[src/rtl/dsp_mac_pkg.sv]
// Shared constants for the DSP MAC pipeline: OPMODE bit positions and the
// Z-operand select encoding used by the post-adder stage.
package dsp_mac_pkg;

    localparam int OP_PRE_EN   = 0;
    localparam int OP_PRE_SUB  = 1;
    localparam int OP_ZSEL_LO  = 2;
    localparam int OP_ZSEL_HI  = 3;
    localparam int OP_POST_SUB = 4;

    typedef enum logic [1:0] {
        ZSEL_ZERO = 2'b00,
        ZSEL_C    = 2'b01,
        ZSEL_P    = 2'b10,
        ZSEL_RSVD = 2'b11
    } zsel_e;

endpackage

[src/rtl/dsp_mac_postadd.sv]
// Combinational post-adder: Z +/- M +/- carry-in with carry-out, signed
// overflow detection and optional saturation of the PW-bit result.
module dsp_mac_postadd #(
    parameter int PW     = 48,
    parameter bit SAT_EN = 1'b0
) (
    input  logic [PW-1:0] z,
    input  logic [PW-1:0] m,
    input  logic          cin,
    input  logic          sub,
    output logic [PW-1:0] p,
    output logic          carry_out,
    output logic          overflow
);

    logic [PW:0] sum_u_s;
    logic [PW:0] sum_s_s;

    // Unsigned sum supplies the carry (inverted borrow when subtracting); the
    // sign-extended sum exposes overflow as a mismatch of its top two bits.
    always_comb begin
        if (sub) begin
            sum_u_s = {1'b0, z} + {1'b0, ~m} + {{PW{1'b0}}, ~cin};
            sum_s_s = {z[PW-1], z} - {m[PW-1], m} - {{PW{1'b0}}, cin};
        end else begin
            sum_u_s = {1'b0, z} + {1'b0, m} + {{PW{1'b0}}, cin};
            sum_s_s = {z[PW-1], z} + {m[PW-1], m} + {{PW{1'b0}}, cin};
        end
        carry_out = sum_u_s[PW];
        overflow  = sum_s_s[PW] ^ sum_s_s[PW-1];
        if (SAT_EN && overflow) begin
            p = sum_s_s[PW] ? {1'b1, {(PW-1){1'b0}}} : {1'b0, {(PW-1){1'b1}}};
        end else begin
            p = sum_s_s[PW-1:0];
        end
    end

endmodule

[src/rtl/dsp_mac_pipe.sv]
// Four-stage pre-add / multiply / post-add MAC pipeline with clock enable,
// valid qualifier and optional P accumulation feedback.
module dsp_mac_pipe
    import dsp_mac_pkg::*;
#(
    parameter int AW     = 18,
    parameter int BW     = 18,
    parameter int PW     = 48,
    parameter bit SAT_EN = 1'b0
) (
    input  logic                CLK,
    input  logic                RST_N,
    input  logic                CE,
    input  logic                IN_VALID,
    input  logic [AW-1:0]       A,
    input  logic [BW-1:0]       B,
    input  logic [BW-1:0]       D,
    input  logic [PW-1:0]       C,
    input  logic [4:0]          OPMODE,
    input  logic                CARRYIN,
    output logic                OUT_VALID,
    output logic [PW-1:0]       P,
    output logic [AW+BW:0]      M,
    output logic                CARRYOUT,
    output logic                OVERFLOW
);

    localparam int MW = AW + BW + 1;

    typedef struct packed {
        logic [AW-1:0] a;
        logic [BW-1:0] b;
        logic [BW-1:0] d;
        logic [PW-1:0] c;
        logic [4:0]    op;
        logic          cin;
        logic          vld;
    } s1_t;

    typedef struct packed {
        logic [AW-1:0] a;
        logic [BW:0]   pre;
        logic [PW-1:0] c;
        logic [1:0]    zsel;
        logic          sub;
        logic          cin;
        logic          vld;
    } s2_t;

    typedef struct packed {
        logic [MW-1:0] m;
        logic [PW-1:0] c;
        logic [1:0]    zsel;
        logic          sub;
        logic          cin;
        logic          vld;
    } s3_t;

    s1_t s1_q, s1_d;
    s2_t s2_q, s2_d;
    s3_t s3_q, s3_d;

    logic [PW-1:0] p_q, p_d;
    logic          co_q, co_d;
    logic          ovf_q, ovf_d;
    logic          vld_q, vld_d;

    logic signed [BW:0]   b_ext_s;
    logic signed [BW:0]   d_ext_s;
    logic signed [BW:0]   pre_s;
    logic signed [MW-1:0] prod_s;
    zsel_e                zsel_s;
    logic [PW-1:0]        z_s;
    logic [PW-1:0]        m_ext_s;
    logic [PW-1:0]        p_res_s;
    logic                 co_res_s;
    logic                 ovf_res_s;

    // Stage 1: capture raw operands and control
    always_comb begin
        s1_d = s1_q;
        if (CE) begin
            s1_d = '{a: A, b: B, d: D, c: C, op: OPMODE, cin: CARRYIN, vld: IN_VALID};
        end else begin
            s1_d = s1_q;
        end
    end

    // Stage 2: pre-adder at BW+1 bits so D+B and D-B never wrap
    always_comb begin
        b_ext_s = $signed({s1_q.b[BW-1], s1_q.b});
        d_ext_s = $signed({s1_q.d[BW-1], s1_q.d});
        if (s1_q.op[OP_PRE_EN]) begin
            pre_s = s1_q.op[OP_PRE_SUB] ? (d_ext_s - b_ext_s) : (d_ext_s + b_ext_s);
        end else begin
            pre_s = b_ext_s;
        end
        s2_d = s2_q;
        if (CE) begin
            s2_d = '{a: s1_q.a, pre: pre_s, c: s1_q.c,
                     zsel: s1_q.op[OP_ZSEL_HI:OP_ZSEL_LO], sub: s1_q.op[OP_POST_SUB],
                     cin: s1_q.cin, vld: s1_q.vld};
        end else begin
            s2_d = s2_q;
        end
    end

    // Stage 3: signed multiply; M register also feeds the M output port
    always_comb begin
        prod_s = MW'($signed(s2_q.a)) * MW'($signed(s2_q.pre));
        s3_d   = s3_q;
        if (CE) begin
            s3_d = '{m: prod_s, c: s2_q.c, zsel: s2_q.zsel, sub: s2_q.sub,
                     cin: s2_q.cin, vld: s2_q.vld};
        end else begin
            s3_d = s3_q;
        end
    end

    // Stage 4 operand select; Z=P reads the live P register for back-to-back accumulation
    always_comb begin
        zsel_s  = zsel_e'(s3_q.zsel);
        m_ext_s = {{(PW-MW){s3_q.m[MW-1]}}, s3_q.m};
        case (zsel_s)
            ZSEL_ZERO: z_s = {PW{1'b0}};
            ZSEL_C:    z_s = s3_q.c;
            ZSEL_P:    z_s = p_q;
            ZSEL_RSVD: z_s = {PW{1'b0}};
            default:   z_s = {PW{1'b0}};
        endcase
    end

    dsp_mac_postadd #(
        .PW     (PW),
        .SAT_EN (SAT_EN)
    ) u_postadd (
        .z         (z_s),
        .m         (m_ext_s),
        .cin       (s3_q.cin),
        .sub       (s3_q.sub),
        .p         (p_res_s),
        .carry_out (co_res_s),
        .overflow  (ovf_res_s)
    );

    // Stage 4 result registers change only for valid samples; bubbles leave P intact
    always_comb begin
        p_d   = p_q;
        co_d  = co_q;
        ovf_d = ovf_q;
        vld_d = vld_q;
        if (CE) begin
            vld_d = s3_q.vld;
            if (s3_q.vld) begin
                p_d   = p_res_s;
                co_d  = co_res_s;
                ovf_d = ovf_res_s;
            end else begin
                p_d   = p_q;
                co_d  = co_q;
                ovf_d = ovf_q;
            end
        end else begin
            vld_d = vld_q;
        end
    end

    // Pipeline state registers
    always_ff @(posedge CLK or negedge RST_N) begin
        if (!RST_N) begin
            s1_q  <= '0;
            s2_q  <= '0;
            s3_q  <= '0;
            p_q   <= {PW{1'b0}};
            co_q  <= 1'b0;
            ovf_q <= 1'b0;
            vld_q <= 1'b0;
        end else begin
            s1_q  <= s1_d;
            s2_q  <= s2_d;
            s3_q  <= s3_d;
            p_q   <= p_d;
            co_q  <= co_d;
            ovf_q <= ovf_d;
            vld_q <= vld_d;
        end
    end

    assign OUT_VALID = vld_q;
    assign P         = p_q;
    assign M         = s3_q.m;
    assign CARRYOUT  = co_q;
    assign OVERFLOW  = ovf_q;

endmodule

[config.mk]
export PLATFORM = sky130hd
export DESIGN_NAME = dsp_mac_pipe
export DESIGN_NICKNAME = d
export VERILOG_FILES = /design/src/rtl/dsp_mac_pkg.sv /design/src/rtl/dsp_mac_postadd.sv /design/src/rtl/dsp_mac_pipe.sv
export SDC_FILE = /design/constraint.sdc
export NUM_CORES = 2
export LEC_CHECK = 0
export BUFFER_PORTS_ARGS = -buffer_cell sky130_fd_sc_hd__buf_4
export CAP_MARGIN = 5
export CORE_MARGIN = 3
export CORE_UTILIZATION = 28
export DETAILED_ROUTE_END_ITERATION = 8
export GPL_TIMING_DRIVEN = 0
export HOLD_SLACK_MARGIN = 0.08
export MAX_ROUTING_LAYER = met4
export PLACE_DENSITY = 0.43
export SYNTH_ARGS = -nofsm -noshare
export SYNTH_HDL_FRONTEND = slang
export SYNTH_HIERARCHICAL = 1
export SYNTH_SLANG_ARGS = --single-unit
[constraint.sdc]
create_clock -name CLK -period 16 [get_ports CLK]
set_input_delay 1.6 -clock CLK [delete_from_list [all_inputs] [get_ports CLK]]
set_output_delay 1.6 -clock CLK [all_outputs]
set_load 0.03 [all_outputs]
* After elaboration in Yosys (flattened, before gate mapping)
Cells that the tools add are included.
** Cells by class
- Add/subtract/negate cells :: 10
- $mul :: 1
- Eq/ne operators :: 3
- Mux-type cells :: 5
- Bitwise gates (word level) :: 3
- Reductions and logical operators :: 3
** Operators by type and width (number)
- 49-bit by 1-bit adder with 49-bit output :: 3
- 48-bit one-hot mux with 3 select lines :: 1
- 48-bit by 48-bit adder with 49-bit output :: 2
- 49-bit two-way mux :: 2
- 48-bit by 37-bit adder with 49-bit output :: 1
- 48-bit by 37-bit subtractor with 49-bit output :: 1
- 49-bit by 1-bit subtractor with 49-bit output :: 1
- 48-bit NOT :: 1
- 19-bit two-way mux :: 2
- 18-bit by 19-bit multiplier with 37-bit output :: 1
- 18-bit by 18-bit adder with 19-bit output :: 1
- 18-bit by 18-bit subtractor with 19-bit output :: 1
- 2-bit == test (second input constant) :: 2
- 2-bit by 1-bit == test with 1-bit output (second input constant) :: 1
- 2-bit zero test :: 1
- 2-bit AND reduction :: 1
- 2-bit OR reduction :: 1
- 1-bit NOT :: 1
- 1-bit XOR :: 1
** Storage, ports and cells
- Flip-flop bits (word level) :: 340
- Input port bits :: 112
- Output and inout bits :: 88

* Depth between registers and ports, before layout
- Depth in word-level cells :: 7
- Gate-level depth with buffers :: 25
- Mapped depth without buffers :: 23

* Hierarchy
Netlist, hierarchy kept.
** Modules (own cells, without submodules)
- dsp_mac_pipe :: instances 1, cells each 2515, area each 27400.0 um^2, seq. area each 8508.2 um^2
- dsp_mac_postadd :: instances 1, cells each 1310, area each 8602.0 um^2, seq. area each 0.0 um^2

* Worst setup path before layout
Ideal clock, no wire load.
- Path type :: reg-to-reg
- Start :: register s2_q[71] (netlist bit)
- End :: register s3_q (netlist bit M[35])
- Library setup time :: 0.132 ns
- Data arrival time :: 6.424 ns
- Required time :: 15.868 ns
- Setup slack :: 9.445 ns
- Cell stages (with the launch flop) :: 24
- Buffers on the path :: 2
- Path through :: dfrtp_1 -> clkbuf_1 -> clkbuf_1 -> nand2_1 -> inv_1 -> fa_1 -> inv_1 -> fa_1 -> inv_1 -> ha_1 -> inv_1 -> fa_1 -> inv_1 -> fa_1 -> fa_1 -> ha_1 -> a21oi_1 -> o21ai_0 -> or3_1 -> o22a_1 -> o211ai_2 -> a211oi_1 -> o2111ai_1 -> or3b_1
** Between the ends
- Word-level cells in the longest chain between the ends :: 1
** Ends and longest elaborated chain
- start: declaration :: line dsp_mac_pipe.sv:60 : s2_t s2_q, s2_d;
- start signal: assignment :: line dsp_mac_pipe.sv:172 : s2_q <= '0;
- start signal: assignment :: line dsp_mac_pipe.sv:180 : s2_q <= s2_d;
- 18-bit by 19-bit multiplier with 37-bit output :: line dsp_mac_pipe.sv:110 : prod_s = MW'($signed(s2_q.a)) * MW'($signed(s2_q.pre));
- end signal: assignment :: line dsp_mac_pipe.sv:173 : s3_q <= '0;
- end signal: assignment :: line dsp_mac_pipe.sv:181 : s3_q <= s3_d;
- end: declaration :: line dsp_mac_pipe.sv:61 : s3_t s3_q, s3_d;
No other way between the ends.
A chain may end at the register's enable or synchronous reset.

* Final worst setup path
- Start :: register s2_q[63] (netlist bit)
- End :: register s3_q (netlist bit M[30])
Same word-level chain as after synthesis.

==> results.cfg <==
[sta]
finalCritPeriodShare_pct = 48.43
fin_crit_ns = 7.750
tns_ns = 0
drv_slew = 0
final-hold-violation-count = 0
worst_pin_slew_ns = 1.253
rsz0062_at_grt = false
relSlewSlack_pct = 16.47
fin_skew_ns = 0.03183
setup_violations = 0
max_freq_mhz = 129.0

[critical_path]
path_cells = clkbuf_1, clkbuf_1, nand2_1, fa_1, fa_1, fa_1, inv_1, fa_1, fa_1, inv_1, fa_1, inv_1, ha_1, o21ai_0, o21ai_0, o211ai_1, a31oi_1, a21oi_1, o31ai_1, xor2_1, mux2_2
max_stage_delay_ns = 0.70
cp-start-kind = flip-flop
worst-path-buf-inv = 5
cpMostUsedCell = fa_1
end_kind = flip-flop
path_max_fanout = 10
critPathKind = reg -> reg
worstPathArrival_ns = 8.23
worst_path_max_delay_cell = clkbuf_1
required_ns = 16.48
critPathTopFamily = adder cells

[run]
drv_cap = 0

[place]
port_buffers = 198
dp_cells = 5677
postPlaceCellArea_um2 = 39660
place.gp.congestion = 0.9029
dp.final_hpwl_um = 95760

[synth]
muxShareOfSynthArea_pct = 9.978
synth_top_family_by_area = adder cells
yosysMostFrequentCell = inv_1
synth_top_cells_by_count = inv_1, fa_1, dfrtp_1, mux2_2, ha_1
netlist_instances = 3825
synth_xor_area_share_pct = 3.576
synthSimpleGateAreaFrac_pct = 11.90
synth_fa_ha_area_share_pct = 30.01
ys.warnings.count = 6
ys_types = 88
ys_seq_area_share_pct = 23.63
synth-async-reset-ratio_pct = 100.0
synth_compound_area_share_pct = 11.56
synth_area_per_cell_um2 = 9.412
yosysTopAreaCell = dfrtp_1
netlist_top_cells_area = dfrtp_1, fa_1, ha_1, mux2_2, inv_1
synth-seq-cells = 340
yosysTopAreaCellShare_pct = 23.63
synth_edf_count = 0
syn_nets = 4589
synthFlopType = dfrtp_1
synth_area_um2 = 36000

[die]
die_y_um = 364.6
num_rows = 130
coreArea_um2 = 126700
initial_utilization_pct = 28.41
die_x_um = 364.6
ios = 200
dieArea_um2 = 132900

[clock_tree]
numClockSinks = 340
cts_buffer_depth = 3
cts_buffers = 43
cts_tree = done
cts.clk_slew.worst_paths_ns = 0.07
htreeDepth = 2
ctsHoldBuffers = 0
cts_root_buffer = clkbuf_16
post_cts_buffers = 0
clk_latency_ns = 0.60
cts.repair.resized = 0

[cells_and_area]
final_cell_area_um2 = 41150
stdcell_count = 5756
area_growth_pct = 14.29
nNetsFinal = 4836
layout-drive-gt1-share_pct = 15.96
n_fill_cell = 13421

[detailed_routing]
first_pass_iters = 5
wl_um = 118200
wl_per_cell_um = 20.54
dr.first_iter.drc_count = 1745
viasPerCell = 4.732
ant_nets = 0
vias = 27237
drcViolationCount = 0

[global_routing]
grt_max_degree = 107
grt_pass1_vias = 28478
antenna_found_initial = 8
grt_pass1_wl_um = 178600
grt_overflow = 0
track_usage_pct = 18.31

[status]
status = finished clean

[min_path]
hold_path_class = reg -> reg
-- final cells by class --
class                      instances  area [µm²]  area share, %
antenna                            2       5.005        0.01216
buffer                           215       964.7          2.344
clock buffer                      58        1222          2.971
clock inverter                    19       259.0         0.6294
inverter                         640        2402          5.838
multi-input combinational       2630       24130          58.64
sequential                       340        8509          20.68
tap                             1650        2064          5.017
timing repair buffer             202        1592          3.868
-- cell families after synthesis --
kind of cell               count (synthesis)
and+or+nand+nor                          874
buffers and inverters                    855
DFF                                      340
adders and majority gates                653
muxes                                    321
xor gates and xnor gates                 147
AOI/OAI and AO/OA                        635
-- placed cells by master (no fill, tap or decap), drive strengths merged, types with 176 or more instances in the layout --
| cell | synthesis | layout |
|---|---|---|
| mux2 | 303 | 303 |
| and2 | 176 | 176 |
| inv | 638 | 642 |
| fa | 351 | 351 |
| clkbuf | 148 | 206 |
| dfrtp | 340 | 340 |
| nand2 | 286 | 286 |
| ha | 301 | 301 |
| buf | 67 | 269 |
| nor2 | 176 | 176 |
| a21oi | 204 | 204 |
-- worst paths after layout --
kind	start	to	slack, ns	cells after the start
setup reg to reg	s2_q[63]	M[30]	8.25	21
hold / removal	s1_q[29]	s2_q[27]	0.48	1
hold reg to reg	s1_q[29]	s2_q[27]	0.48	1
min in group asynchronous	RST_N	s1_q[16]	0.88	1
setup / recovery	s2_q[63]	M[30]	8.25	21
max in group asynchronous	RST_N	s1_q[108]	13.72	3
-- worst register-to-register path: stages, from the launching register on --
cell	delay (ns)
dfrtp_1	0.32
clkbuf_1	0.55
clkbuf_1	0.70
nand2_1	0.18
fa_1	0.61
fa_1	0.45
fa_1	0.56
inv_1	0.06
fa_1	0.46
fa_1	0.54
inv_1	0.05
fa_1	0.52
inv_1	0.04
ha_1	0.38
o21ai_0	0.12
o21ai_0	0.17
o211ai_1	0.11
a31oi_1	0.59
a21oi_1	0.33
o31ai_1	0.50
xor2_1	0.13
mux2_2	0.28
-- per-layer routing --
metal	vias up	global-route usage (%)	share of wire, %
li1	12931	-	-
met1	13528	24.49	46
met2	632	29.27	46
met3	146	2.146	4.5
met4	0	5.116	3.0
met5	-	-	0
-- sequential cells by signal, summed over array words and instances (netlist names) --
register / cells
P: 48
M: 37
CARRYOUT: 1
b_ext_s: 18
OVERFLOW: 1
s1_q: 73
d_ext_s: 18
s3_q: 51
OUT_VALID: 1
zsel_s: 2
s2_q: 90
-- metrics by stage --
| step | util, % | hold WS (ns) | setup slack, ns |
|---|---|---|---|
| finish | 32.47 | 0.4846 | 8.250 |
| global route | 32.47 | 0.5082 | 7.780 |
| CTS | 32.47 | 0.4812 | 8.206 |
| detailed placement | 31.30 | 0.4819 | 8.185 |
| global placement | 31.22 | 0.4737 | 8.246 |
| floorplan | - | 0.4492 | 9.445 |
Power is not shown: default switching activity piles up to over one toggle a cycle in this logic, so the estimate is an artifact.
